--- config.mk ---
export PLATFORM = sky130hd
export DESIGN_NAME = prog_chain_loader_flat
export DESIGN_NICKNAME = d
export VERILOG_FILES = /design/src/rtl/prog_chain_loader_if.sv /design/src/rtl/prog_chain_loader.sv /design/src/flat_wrapper.sv
export SDC_FILE = /design/constraint.sdc
export NUM_CORES = 1
export LEC_CHECK = 0
export ABC_CLOCK_PERIOD_IN_PS = 2800
export CORE_ASPECT_RATIO = 1.2
export CORE_MARGIN = 5
export CORE_UTILIZATION = 39
export CTS_CLUSTER_SIZE = 16
export DETAILED_ROUTE_END_ITERATION = 8
export GPL_TIMING_DRIVEN = 0
export PLACE_DENSITY_LB_ADDON = 0.1
export SYNTH_ARGS = -nofsm -noshare
export SYNTH_HDL_FRONTEND = slang
export SYNTH_SLANG_ARGS = --single-unit
--- constraint.sdc ---
create_clock -name clk -period 2.8 [get_ports clk]
set_input_delay 0.56 -clock clk [delete_from_list [all_inputs] [get_ports clk]]
set_output_delay 0.56 -clock clk [all_outputs]
set_load 0.01 [all_outputs]
--- src/rtl/prog_chain_loader_if.sv ---
// prog_chain_loader_if
//   Word stream carrying the configuration bitstream into prog_chain_loader.
//   Parameter: WORD_W - width of one bitstream word.
//   Signals:
//     s_data  - bitstream word, bit 0 is shifted onto the chain first
//     s_valid - s_data holds a word
//     s_ready - the loader takes a word this cycle
//   Handshake: a word moves on a rising clk edge where s_valid and s_ready are
//   both 1. Once s_valid is raised, the master holds it and s_data steady until
//   that edge. s_ready never depends on s_valid in the same cycle.
//   Modports: master (word source), slave (the loader).
interface prog_chain_loader_if #(
  parameter int WORD_W = 32
);
  logic [WORD_W-1:0] s_data;
  logic              s_valid;
  logic              s_ready;

  modport master (output s_data, output s_valid, input s_ready);
  modport slave  (input s_data, input s_valid, output s_ready);
endinterface

--- src/rtl/prog_chain_loader.sv ---
// prog_chain_loader
//   Takes the configuration bitstream as WORD_W-bit words and shifts it LSB
//   first onto the FPGA configuration chain. The divided shift clock is
//   produced here. Each bit takes CLK_DIV cycles with prog_clk low (SETUP),
//   then CLK_DIV cycles with prog_clk high (HIGH). After CHAIN_LEN bits the
//   load ends, and any unused upper bits of the last word are dropped.
//   Optional feature (macro PROG_READBACK_CRC_EN): CRC-16-CCITT over the old
//   chain contents read back on prog_out. Without the macro, crc_out is 0.
// Ports
//   clk, rst_n     system clock, asynchronous active-low reset
//   start          one-cycle load request, acted on only in IDLE
//   abort          ends a load in progress at once, takes priority
//   s_if           word stream (slave side)
//   prog_in        serial data to the chain
//   prog_clk       chain shift clock
//   prog_en        chain shift enable
//   prog_out       chain tail (old contents)
//   busy           a load is in progress
//   done           one-cycle pulse when a load completes normally
//   aborted        sticky flag: the last load was aborted
//   bit_count      bits shifted in the current or last load
//   crc_out        readback CRC (0 when the feature is not built)
//   dbg_state      current FSM state
module prog_chain_loader #(
  parameter int CHAIN_LEN = 1480,
  parameter int WORD_W    = 32,
  parameter int CLK_DIV   = 2,
  parameter int CNT_W     = 11
) (
  input  logic               clk,
  input  logic               rst_n,
  input  logic               start,
  input  logic               abort,
  prog_chain_loader_if.slave s_if,
  output logic               prog_in,
  output logic               prog_clk,
  output logic               prog_en,
  input  logic               prog_out,
  output logic               busy,
  output logic               done,
  output logic               aborted,
  output logic [CNT_W-1:0]   bit_count,
  output logic [15:0]        crc_out,
  output logic [2:0]         dbg_state
);

  localparam int IDX_W = (WORD_W > 1) ? $clog2(WORD_W) : 1;
  localparam int DIV_W = (CLK_DIV > 1) ? $clog2(CLK_DIV) : 1;

  typedef enum logic [2:0] {
    S_IDLE      = 3'd0,
    S_WAIT_WORD = 3'd1,
    S_SETUP     = 3'd2,
    S_HIGH      = 3'd3,
    S_DONE      = 3'd4
  } state_e;

  state_e             state_q, state_d;
  logic [WORD_W-1:0]  word_q, word_d;
  logic [IDX_W-1:0]   idx_q, idx_d;
  logic [DIV_W-1:0]   div_q, div_d;
  logic [CNT_W-1:0]   cnt_q, cnt_d;
  logic               aborted_q, aborted_d;
  logic               prog_clk_q, prog_clk_d;
  logic               phase_end;

  // Last cycle of a SETUP or HIGH half-period.
  assign phase_end = (div_q == DIV_W'(CLK_DIV - 1));

  always_comb begin
    state_d   = state_q;
    word_d    = word_q;
    idx_d     = idx_q;
    div_d     = div_q;
    cnt_d     = cnt_q;
    aborted_d = aborted_q;
    if (state_q != S_IDLE && abort) begin
      // A word offered in the same cycle is not loaded.
      state_d   = S_IDLE;
      aborted_d = 1'b1;
      div_d     = '0;
    end else begin
      case (state_q)
        S_IDLE: begin
          if (start) begin
            state_d   = S_WAIT_WORD;
            cnt_d     = '0;
            aborted_d = 1'b0;
          end
        end
        S_WAIT_WORD: begin
          if (s_if.s_valid) begin
            word_d  = s_if.s_data;
            idx_d   = '0;
            div_d   = '0;
            state_d = S_SETUP;
          end
        end
        S_SETUP: begin
          if (phase_end) begin
            div_d   = '0;
            cnt_d   = cnt_q + 1'b1;
            state_d = S_HIGH;
          end else begin
            div_d = div_q + 1'b1;
          end
        end
        S_HIGH: begin
          if (phase_end) begin
            div_d = '0;
            if (cnt_q == CNT_W'(CHAIN_LEN)) begin
              state_d = S_DONE;
            end else if (idx_q == IDX_W'(WORD_W - 1)) begin
              state_d = S_WAIT_WORD;
            end else begin
              // The next bit moves into word_q[0], which drives prog_in.
              idx_d   = idx_q + 1'b1;
              word_d  = word_q >> 1;
              state_d = S_SETUP;
            end
          end else begin
            div_d = div_q + 1'b1;
          end
        end
        S_DONE:  state_d = S_IDLE;
        default: state_d = S_IDLE;
      endcase
    end
    // prog_clk is registered so the chain clock has no decode glitches.
    prog_clk_d = (state_d == S_HIGH);
  end

  always_ff @(posedge clk or negedge rst_n) begin
    if (!rst_n) begin
      state_q    <= S_IDLE;
      word_q     <= '0;
      idx_q      <= '0;
      div_q      <= '0;
      cnt_q      <= '0;
      aborted_q  <= 1'b0;
      prog_clk_q <= 1'b0;
    end else begin
      state_q    <= state_d;
      word_q     <= word_d;
      idx_q      <= idx_d;
      div_q      <= div_d;
      cnt_q      <= cnt_d;
      aborted_q  <= aborted_d;
      prog_clk_q <= prog_clk_d;
    end
  end

  assign s_if.s_ready = (state_q == S_WAIT_WORD);
  assign busy         = (state_q == S_WAIT_WORD) || (state_q == S_SETUP) || (state_q == S_HIGH);
  assign prog_en      = busy;
  assign prog_clk     = prog_clk_q;
  assign prog_in      = ((state_q == S_SETUP) || (state_q == S_HIGH)) && word_q[0];
  assign done         = (state_q == S_DONE);
  assign aborted      = aborted_q;
  assign bit_count    = cnt_q;
  assign dbg_state    = state_q;

`ifdef PROG_READBACK_CRC_EN
  logic [15:0] crc_q, crc_d;

  // prog_out is read in the last SETUP cycle, while the bit about to leave the
  // chain is still at the tail.
  always_comb begin
    crc_d = crc_q;
    if (state_q == S_IDLE && start) begin
      crc_d = 16'hFFFF;
    end else if (state_q == S_SETUP && phase_end && !abort) begin
      crc_d = {crc_q[14:0], 1'b0} ^ ((crc_q[15] ^ prog_out) ? 16'h1021 : 16'h0000);
    end
  end

  always_ff @(posedge clk or negedge rst_n) begin
    if (!rst_n) crc_q <= 16'h0000;
    else        crc_q <= crc_d;
  end

  assign crc_out = crc_q;
`else
  logic unused_prog_out;
  assign unused_prog_out = prog_out;
  assign crc_out         = 16'h0000;
`endif

endmodule
--- src/flat_wrapper.sv ---
// flat-port wrapper written by rule: the top's interface ports become plain ports
module prog_chain_loader_flat 
#(
  parameter int CHAIN_LEN = 1480,
  parameter int WORD_W    = 32,
  parameter int CLK_DIV   = 2,
  parameter int CNT_W     = 11
)
  (clk, rst_n, start, abort, prog_in, prog_clk, prog_en, prog_out, busy, done, aborted, bit_count, crc_out, dbg_state, s_if_s_data, s_if_s_valid, s_if_s_ready);
  prog_chain_loader_if #(.WORD_W(WORD_W)) s_if_i ();
  input  logic clk;
  input  logic rst_n;
  input  logic start;
  input  logic abort;
  output logic prog_in;
  output logic prog_clk;
  output logic prog_en;
  input  logic prog_out;
  output logic busy;
  output logic done;
  output logic aborted;
  output logic [CNT_W-1:0] bit_count;
  output logic [15:0] crc_out;
  output logic [2:0] dbg_state;
  input wire logic [$bits(s_if_i.s_data)-1:0] s_if_s_data;
  input wire logic [$bits(s_if_i.s_valid)-1:0] s_if_s_valid;
  output wire logic [$bits(s_if_i.s_ready)-1:0] s_if_s_ready;
  assign s_if_i.s_data = s_if_s_data;
  assign s_if_i.s_valid = s_if_s_valid;
  assign s_if_s_ready = s_if_i.s_ready;
  prog_chain_loader #(.CHAIN_LEN(CHAIN_LEN), .WORD_W(WORD_W), .CLK_DIV(CLK_DIV), .CNT_W(CNT_W)) u_core (.clk(clk), .rst_n(rst_n), .start(start), .abort(abort), .s_if(s_if_i), .prog_in(prog_in), .prog_clk(prog_clk), .prog_en(prog_en), .prog_out(prog_out), .busy(busy), .done(done), .aborted(aborted), .bit_count(bit_count), .crc_out(crc_out), .dbg_state(dbg_state));
endmodule
* Word-level counts from Yosys, hierarchy flattened
Cells that the tools add are included.
Storage, ports and cells: register bits after elaboration 54, input port bits 38, output and inout bits 37, word-level logic and storage cells 70
Operators by class: $add $sub $neg 3, equality and inequality tests 14, mux-type cells 28, bitwise logic cells 1, reduce and logical (&&, ||, !) cells 17
Operators with widths (count):
- 32-bit two-way mux | 4
- 32-bit one-hot mux with 2 select lines | 1
- 11-bit two-way mux | 2
- 11-bit one-hot mux with 2 select lines | 1
- 5-bit two-way mux | 4
- 3-bit two-way mux | 6
- 3-bit one-hot mux with 4 select lines | 1
- 11-bit by 1-bit adder with 11-bit output, second input constant | 1
- 11-bit == test, second input constant | 1
- 5-bit one-hot mux with 2 select lines | 1
- 3-bit by 2-bit == test with 1-bit output, second input constant | 3
- 2-bit inequality test, second input constant | 4
- 2-bit nonzero test | 4
- 1-bit two-way mux | 6
- 6-bit AND reduction | 1
- 3-bit nonzero test | 2
- 5-bit by 1-bit adder with 5-bit output, second input constant | 1
- 5-bit == test, second input constant | 1
- 2-bit by 1-bit inequality test with 1-bit output, second input constant | 2
- 2-bit AND reduction | 2
- 4-bit AND reduction | 1
- 3-bit by 1-bit == test with 1-bit output, second input constant | 1
- 3-bit == test, second input constant | 1
- 3-bit zero test | 1
- 8 further kinds | 11

* Depth between registers and ports, before layout
depth after elaboration 7, gate-level depth with buffers 7, mapped depth without buffers 6

* Worst setup path before layout
OpenSTA, ideal clock, no wires.
kind reg2reg, start point reg u_core.idx_q[0], end point reg u_core.word_q[0], library setup time 0.125 ns, arrival time 2.025 ns, required time 2.675 ns, path slack 0.650 ns, stages on the path, launching flop included 8, path buffers 1, clock period less this slack 2.150 ns, cells stage by stage dfrtp_1 ha_1 and3_1 ha_1 a311o_2 o21a_4 buf_12 mux2_4
On the way: cells in the longest elaborated chain, start to end 3
Ends and longest elaborated chain:
- from (decl) | line prog_chain_loader.sv:60 | logic [IDX_W-1:0] idx_q, idx_d;
- from (signal assigned) | line prog_chain_loader.sv:145 | idx_q <= idx_d;
- 5-bit == test | line prog_chain_loader.sv:113 | end else if (idx_q == IDX_W'(WORD_W - 1)) begin
- 2-bit inequality test (no line)
- 6-bit AND reduction (no line)
- to (signal assigned) | line prog_chain_loader.sv:144 | word_q <= word_d;
- to (decl) | line prog_chain_loader.sv:59 | logic [WORD_W-1:0] word_q, word_d;
Every way passes these cells. A chain may end at the register's enable or synchronous reset.

* Worst setup path after layout
start point reg u_core.state_q[0], in the netlist u_core.dbg_state[0], end point out prog_en
On the way: cells in the longest elaborated chain, start to end 3, elaborated cells between the ends (all ways) 5, those cells by class 3 x eq/ne; 2 x reduce/logical
Ends and longest elaborated chain:
- from (decl) | line prog_chain_loader.sv:58 | state_e state_q, state_d;
- from (signal assigned) | line prog_chain_loader.sv:143 | state_q <= state_d;
- 3-bit by 1-bit == test with 1-bit output / 3-bit by 2-bit == test with 1-bit output (equally long branches) | line prog_chain_loader.sv:154 | assign busy = (state_q == S_WAIT_WORD) || (state_q == S_SETUP) || (state_q == S_HIGH);
- 1-bit logical OR | line prog_chain_loader.sv:154
- 1-bit logical OR * | line prog_chain_loader.sv:154
- to (decl) | line flat_wrapper.sv:17 | output logic prog_en;
Mark *: on every way between the ends. The rest lies on a longest branch, timed or not.

==> report_table.html <==
<table>
<tr><th>Metric</th><th>Value</th></tr>
<tr><th colspan="2">Status</th></tr>
<tr><td>Run status</td><td>finished, final reports clean</td></tr>
<tr><th colspan="2">Placed design</th></tr>
<tr><td>Area after DPL</td><td>3923 um2</td></tr>
<tr><td>Placer's final routability congestion estimate</td><td>0.7900</td></tr>
<tr><td>Placed Cells incl. Taps</td><td>433</td></tr>
<tr><td>Number of port buffers</td><td>57</td></tr>
<tr><td>Setup Slack @ Placement</td><td>0.2691 ns</td></tr>
<tr><td>HPWL after DPL</td><td>4.590 mm</td></tr>
<tr><th colspan="2">STA</th></tr>
<tr><td>Post-layout minimum cycle time</td><td>2.601 ns</td></tr>
<tr><td>Transition time at the pin with the least slew margin</td><td>0.8375 ns</td></tr>
<tr><td>Setup repair after global routing missed its margin</td><td>false</td></tr>
<tr><td>Sum of negative setup slack</td><td>0 ns</td></tr>
<tr><td>Hold violation count in the final report</td><td>0</td></tr>
<tr><td>F_max</td><td>0.3845 GHz</td></tr>
<tr><td>Worst path setup slack after routing</td><td>0.1989 ns</td></tr>
<tr><td>Setup-failing EPs final</td><td>0</td></tr>
<tr><td>Maximum clock skew at final layout</td><td>0.004778 ns</td></tr>
<tr><td>Worst slew slack as a fraction of its limit</td><td>0.4402</td></tr>
<tr><td>Slew Viols, Final</td><td>0</td></tr>
<tr><td>Share of the clock period used by the worst path</td><td>0.9290</td></tr>
<tr><th colspan="2">Worst setup path</th></tr>
<tr><td>Worst setup path start</td><td>u_core.dbg_state[0]</td></tr>
<tr><td>Top fanout value on the critical path</td><td>10</td></tr>
<tr><td>Endpoint of the most critical register-to-register path</td><td>u_core.word_q[28]</td></tr>
<tr><td>R2R Path Start</td><td>u_core.idx_q[0]</td></tr>
<tr><td>Last element of the critical path</td><td>prog_en</td></tr>
<tr><td>Register-to-Register Setup Slack</td><td>0.48 ns</td></tr>
<tr><td>Setup Crit Path Kind</td><td>flip-flop to primary output</td></tr>
<tr><td>Kind of end point of the critical path</td><td>primary output</td></tr>
<tr><td>Endpoint required time on the critical path</td><td>2.24 ns</td></tr>
<tr><td>Worst Setup Start Kind</td><td>flip-flop</td></tr>
<tr><td>Cell count of the worst reg-to-reg path</td><td>7</td></tr>
<tr><td>Arrival time worst endpoint</td><td>2.04 ns</td></tr>
<tr><th colspan="2">Route</th></tr>
<tr><td>Number of optimization iterations in the first detailed-route pass</td><td>4</td></tr>
<tr><td>Post-detailed-route wirelength per cell</td><td>14.21 um</td></tr>
<tr><td>DR iter-0 viols</td><td>77</td></tr>
<tr><td>Via total after detailed routing</td><td>2184</td></tr>
<tr><td>Vias/cell</td><td>4.964</td></tr>
<tr><td>Total wire length after detailed routing</td><td>6.252 mm</td></tr>
<tr><td>Antenna violation net count after detailed routing</td><td>0</td></tr>
<tr><td>Count of unresolved DRC violations after routing</td><td>0</td></tr>
<tr><th colspan="2">Run</th></tr>
<tr><td>Max-Cap Viols</td><td>0</td></tr>
<tr><th colspan="2">Clocking</th></tr>
<tr><td>Number of buffers on the longest clock path</td><td>2</td></tr>
<tr><td>Clock tree from TritonCTS</td><td>yes</td></tr>
<tr><td>Root cell of the clock tree</td><td>sky130_fd_sc_hd__clkbuf_8</td></tr>
<tr><td>Post-CTS setup buffers</td><td>0</td></tr>
<tr><td>Sink count of the clock tree</td><td>54</td></tr>
<tr><td>H-Tree Level Count</td><td>2</td></tr>
<tr><td>CTS clock-pin slew for the worst setup and hold paths</td><td>0.09 ns</td></tr>
<tr><td>CTS Buf Count</td><td>5</td></tr>
<tr><td>Clock latency on the worst-skew pair</td><td>0.30 ns</td></tr>
<tr><th colspan="2">Final layout</th></tr>
<tr><td>Fin nets</td><td>387</td></tr>
<tr><td>Most common cell after layout, fill and taps aside</td><td>sky130_fd_sc_hd__clkdlybuf4s50_1</td></tr>
<tr><td>Final design utilization</td><td>0.5036</td></tr>
<tr><td>Most used cells in the layout excluding fill and tap cells</td><td>sky130_fd_sc_hd__clkdlybuf4s50_1, sky130_fd_sc_hd__dfrtp_1, sky130_fd_sc_hd__mux2_2</td></tr>
<tr><td>Layout cell share with drive strength beyond 1</td><td>0.3101</td></tr>
<tr><td>Fillers</td><td>740</td></tr>
<tr><td>Antenna Diode Count</td><td>0</td></tr>
<tr><td>Post-synthesis to final-layout area growth</td><td>27.70%</td></tr>
<tr><td>Layout Cell Area excl Fill</td><td>4038 um2</td></tr>
<tr><td>Fin cells</td><td>440</td></tr>
<tr><th colspan="2">Global route</th></tr>
<tr><td>Most congested layer reported by global routing</td><td>met2</td></tr>
<tr><td>Met2 GRT Util</td><td>0.2239</td></tr>
<tr><td>First-pass GRT wire length</td><td>10.49 mm</td></tr>
<tr><td>Grt ovf</td><td>0</td></tr>
<tr><td>Global routing met1 resource utilization</td><td>0.1623</td></tr>
<tr><td>Maximum number of pins on one net before global-route repair</td><td>33</td></tr>
<tr><td>Met3 routing resource usage after global routing</td><td>0.03175</td></tr>
<tr><td>Global routing usage summed across all routing layers</td><td>0.1303</td></tr>
<tr><td>Initial antenna violation count</td><td>0</td></tr>
<tr><td>Via count of the first global-routing pass</td><td>2228</td></tr>
<tr><th colspan="2">Floorplanning</th></tr>
<tr><td>Effective utilization at floorplan</td><td>0.3944</td></tr>
<tr><td>Placeable core region</td><td>8018 um2</td></tr>
<tr><td>Die Span Y</td><td>108.6 um</td></tr>
<tr><td>Top-level I/O count</td><td>75</td></tr>
<tr><td>Die Span X</td><td>92.20 um</td></tr>
<tr><td>Total Die Area</td><td>10020 um2</td></tr>
<tr><td>Number of placement rows</td><td>36</td></tr>
<tr><th colspan="2">Synthesis</th></tr>
<tr><td>Sequential fraction of the synthesis area</td><td>0.4274</td></tr>
<tr><td>Warnings, synthesis</td><td>0</td></tr>
<tr><td>Synthesized instance count</td><td>265</td></tr>
<tr><td>Cell area after technology mapping</td><td>3162 um2</td></tr>
<tr><td>Post-synthesis average cell area</td><td>11.93 um2</td></tr>
<tr><td>Share of flip-flops with an asynchronous set or reset</td><td>1.000</td></tr>
<tr><td>Number of library cell types mapped by synthesis</td><td>47</td></tr>
<tr><td>Synth Flop Type</td><td>sky130_fd_sc_hd__dfrtp_1</td></tr>
<tr><td>Count of flip-flops with a built-in enable after synthesis</td><td>0</td></tr>
<tr><td>Post-synthesis sequential element count</td><td>54</td></tr>
<tr><th colspan="2">Pwr</th></tr>
<tr><td>Leakage power figure</td><td>1.847 nW</td></tr>
<tr><td>Maximum vdd drop</td><td>0.2885 mV</td></tr>
<tr><td>Power per standard cell area</td><td>798.9 nW/um2</td></tr>
<tr><th colspan="2">Min path</th></tr>
<tr><td>Type of the tightest min-delay check</td><td>primary input to async pin</td></tr>
</table>
[sequential cells by signal, indices dropped and copies added (netlist names)]
name,cells
u_core.aborted,1
u_core.bit_count,11
u_core.word_q,32
u_core.dbg_state,3
u_core.idx_q,5
u_core.prog_clk,1
u_core.div_q,1
[cell families (layout without fill, tap and decap cells)]
logic type	after synthesis	in the layout	share of synthesized area
other	1	16	0.001186
and+or+nand+nor	64	64	0.1160
buffers and inverters	34	99	0.08033
xor gates and xnor gates	4	4	0.01108
AOI/OAI and AO/OA	39	39	0.08192
adders and majority gates	4	4	0.01583
muxes	65	65	0.2663
DFF	54	54	0.4274
[worst min-delay path by stage]
stage	end	depth (start not counted)	start
after CTS	u_core.aborted	1	rst_n
final	u_core.aborted	1	rst_n
after floorplan	u_core.aborted	0	rst_n
after detailed placement	u_core.word_q[19]	1	u_core.word_q[19]
after global routing	u_core.aborted	1	rst_n
after global placement	u_core.word_q[28]	1	u_core.word_q[28]
[worst max-delay path, cell delays in order, from the launching register on]
cell and delay [ns]:
sky130_fd_sc_hd__dfrtp_1 0.48, sky130_fd_sc_hd__clkbuf_2 0.25, sky130_fd_sc_hd__nor2_1 0.31, sky130_fd_sc_hd__nor2_1 0.10
sky130_fd_sc_hd__buf_4 0.15, sky130_fd_sc_hd__clkdlybuf4s50_1 0.46
[cells in the mapped netlist (2+ instances only)]
| cell type | n | area [um2] |
|---|---|---|
| sky130_fd_sc_hd__and3_2 | 2 | 15.01 |
| sky130_fd_sc_hd__o31ai_1 | 4 | 30.03 |
| sky130_fd_sc_hd__and2_1 | 3 | 18.77 |
| sky130_fd_sc_hd__a21oi_1 | 14 | 70.07 |
| sky130_fd_sc_hd__inv_1 | 6 | 22.52 |
| sky130_fd_sc_hd__clkbuf_1 | 4 | 15.01 |
| sky130_fd_sc_hd__nor2b_1 | 3 | 18.77 |
| sky130_fd_sc_hd__nor4b_1 | 2 | 17.52 |
| sky130_fd_sc_hd__xor2_1 | 2 | 17.52 |
| sky130_fd_sc_hd__ha_1 | 4 | 50.05 |
| sky130_fd_sc_hd__buf_4 | 18 | 135.1 |
| sky130_fd_sc_hd__and3b_1 | 2 | 17.52 |
| sky130_fd_sc_hd__nand3_1 | 10 | 50.05 |
| sky130_fd_sc_hd__nor2_1 | 10 | 37.54 |
| sky130_fd_sc_hd__mux2_4 | 30 | 450.4 |
| sky130_fd_sc_hd__or4_1 | 4 | 30.03 |
| sky130_fd_sc_hd__nand2b_1 | 3 | 18.77 |
| sky130_fd_sc_hd__dfrtp_1 | 54 | 1351 |
| sky130_fd_sc_hd__nand2_1 | 10 | 37.54 |
| sky130_fd_sc_hd__or3_1 | 3 | 18.77 |
| sky130_fd_sc_hd__buf_2 | 2 | 10.01 |
| sky130_fd_sc_hd__buf_12 | 3 | 60.06 |
| sky130_fd_sc_hd__xnor2_1 | 2 | 17.52 |
| sky130_fd_sc_hd__mux2_2 | 33 | 371.6 |
| sky130_fd_sc_hd__a211oi_1 | 2 | 15.01 |
| sky130_fd_sc_hd__o21ba_2 | 2 | 20.02 |
| sky130_fd_sc_hd__o21ai_0 | 8 | 40.04 |
| sky130_fd_sc_hd__nand3b_1 | 2 | 15.01 |
| sky130_fd_sc_hd__and3_1 | 2 | 12.51 |
| sky130_fd_sc_hd__mux2i_1 | 2 | 20.02 |
| sky130_fd_sc_hd__nor3_1 | 3 | 15.01 |
[timing repair]
action / CTS / global route
hold buffers: 0 / 0
setup endpoints to repair: 1 / 1
pin swaps: 0 / 0
gates resized for setup: 1 / 2
hold endpoints to repair: 0 / 0
[cell type report]
cell class,instances,area [um2],area share
clock buffer,6,82.58,0.02045
tap,95,118.9,0.02944
timing repair buffer,58,585.6,0.1450
sequential,54,1351,0.3347
clock inverter,1,30.03,0.007437
multi-input combinational,192,1613,0.3994
inverter,6,22.52,0.005578
buffer,28,234.0,0.05795
[through the flow]
| stage | total power, W | hold WS (ns) |
|---|---|---|
| 2_1_floorplan | 0.002306 | 0.2644 |
| 3_3_place_gp | 0.002694 | 0.4860 |
| 3_5_place_dp | 0.002719 | 0.4917 |
| 4_1_cts | 0.003275 | 0.2526 |
| 5_1_grt | 0.003455 | 0.2776 |
| 6_report | 0.003226 | 0.2365 |
[power by group]
group | switching, W | total (W) | internal (W) | leakage [nW]
clock network | 0.000250 | 0.000536 | 0.000287 | 0.0573
registers | 0.000191 | 0.00126 | 0.00107 | 0.684
logic | 0.000543 | 0.00143 | 0.000889 | 1.11
total | 0.000983 | 0.00323 | 0.00224 | 1.85
[layer usage]
| layer | vias to the layer above | share of wire |
|---|---|---|
| met4 | 0 | 0.015 |
| met5 | - | 0 |
| met2 | 43 | 0.50 |
| met3 | 7 | 0.043 |
| li1 | 1076 | - |
| met1 | 1058 | 0.44 |
Power figures use the tool's default switching activity.
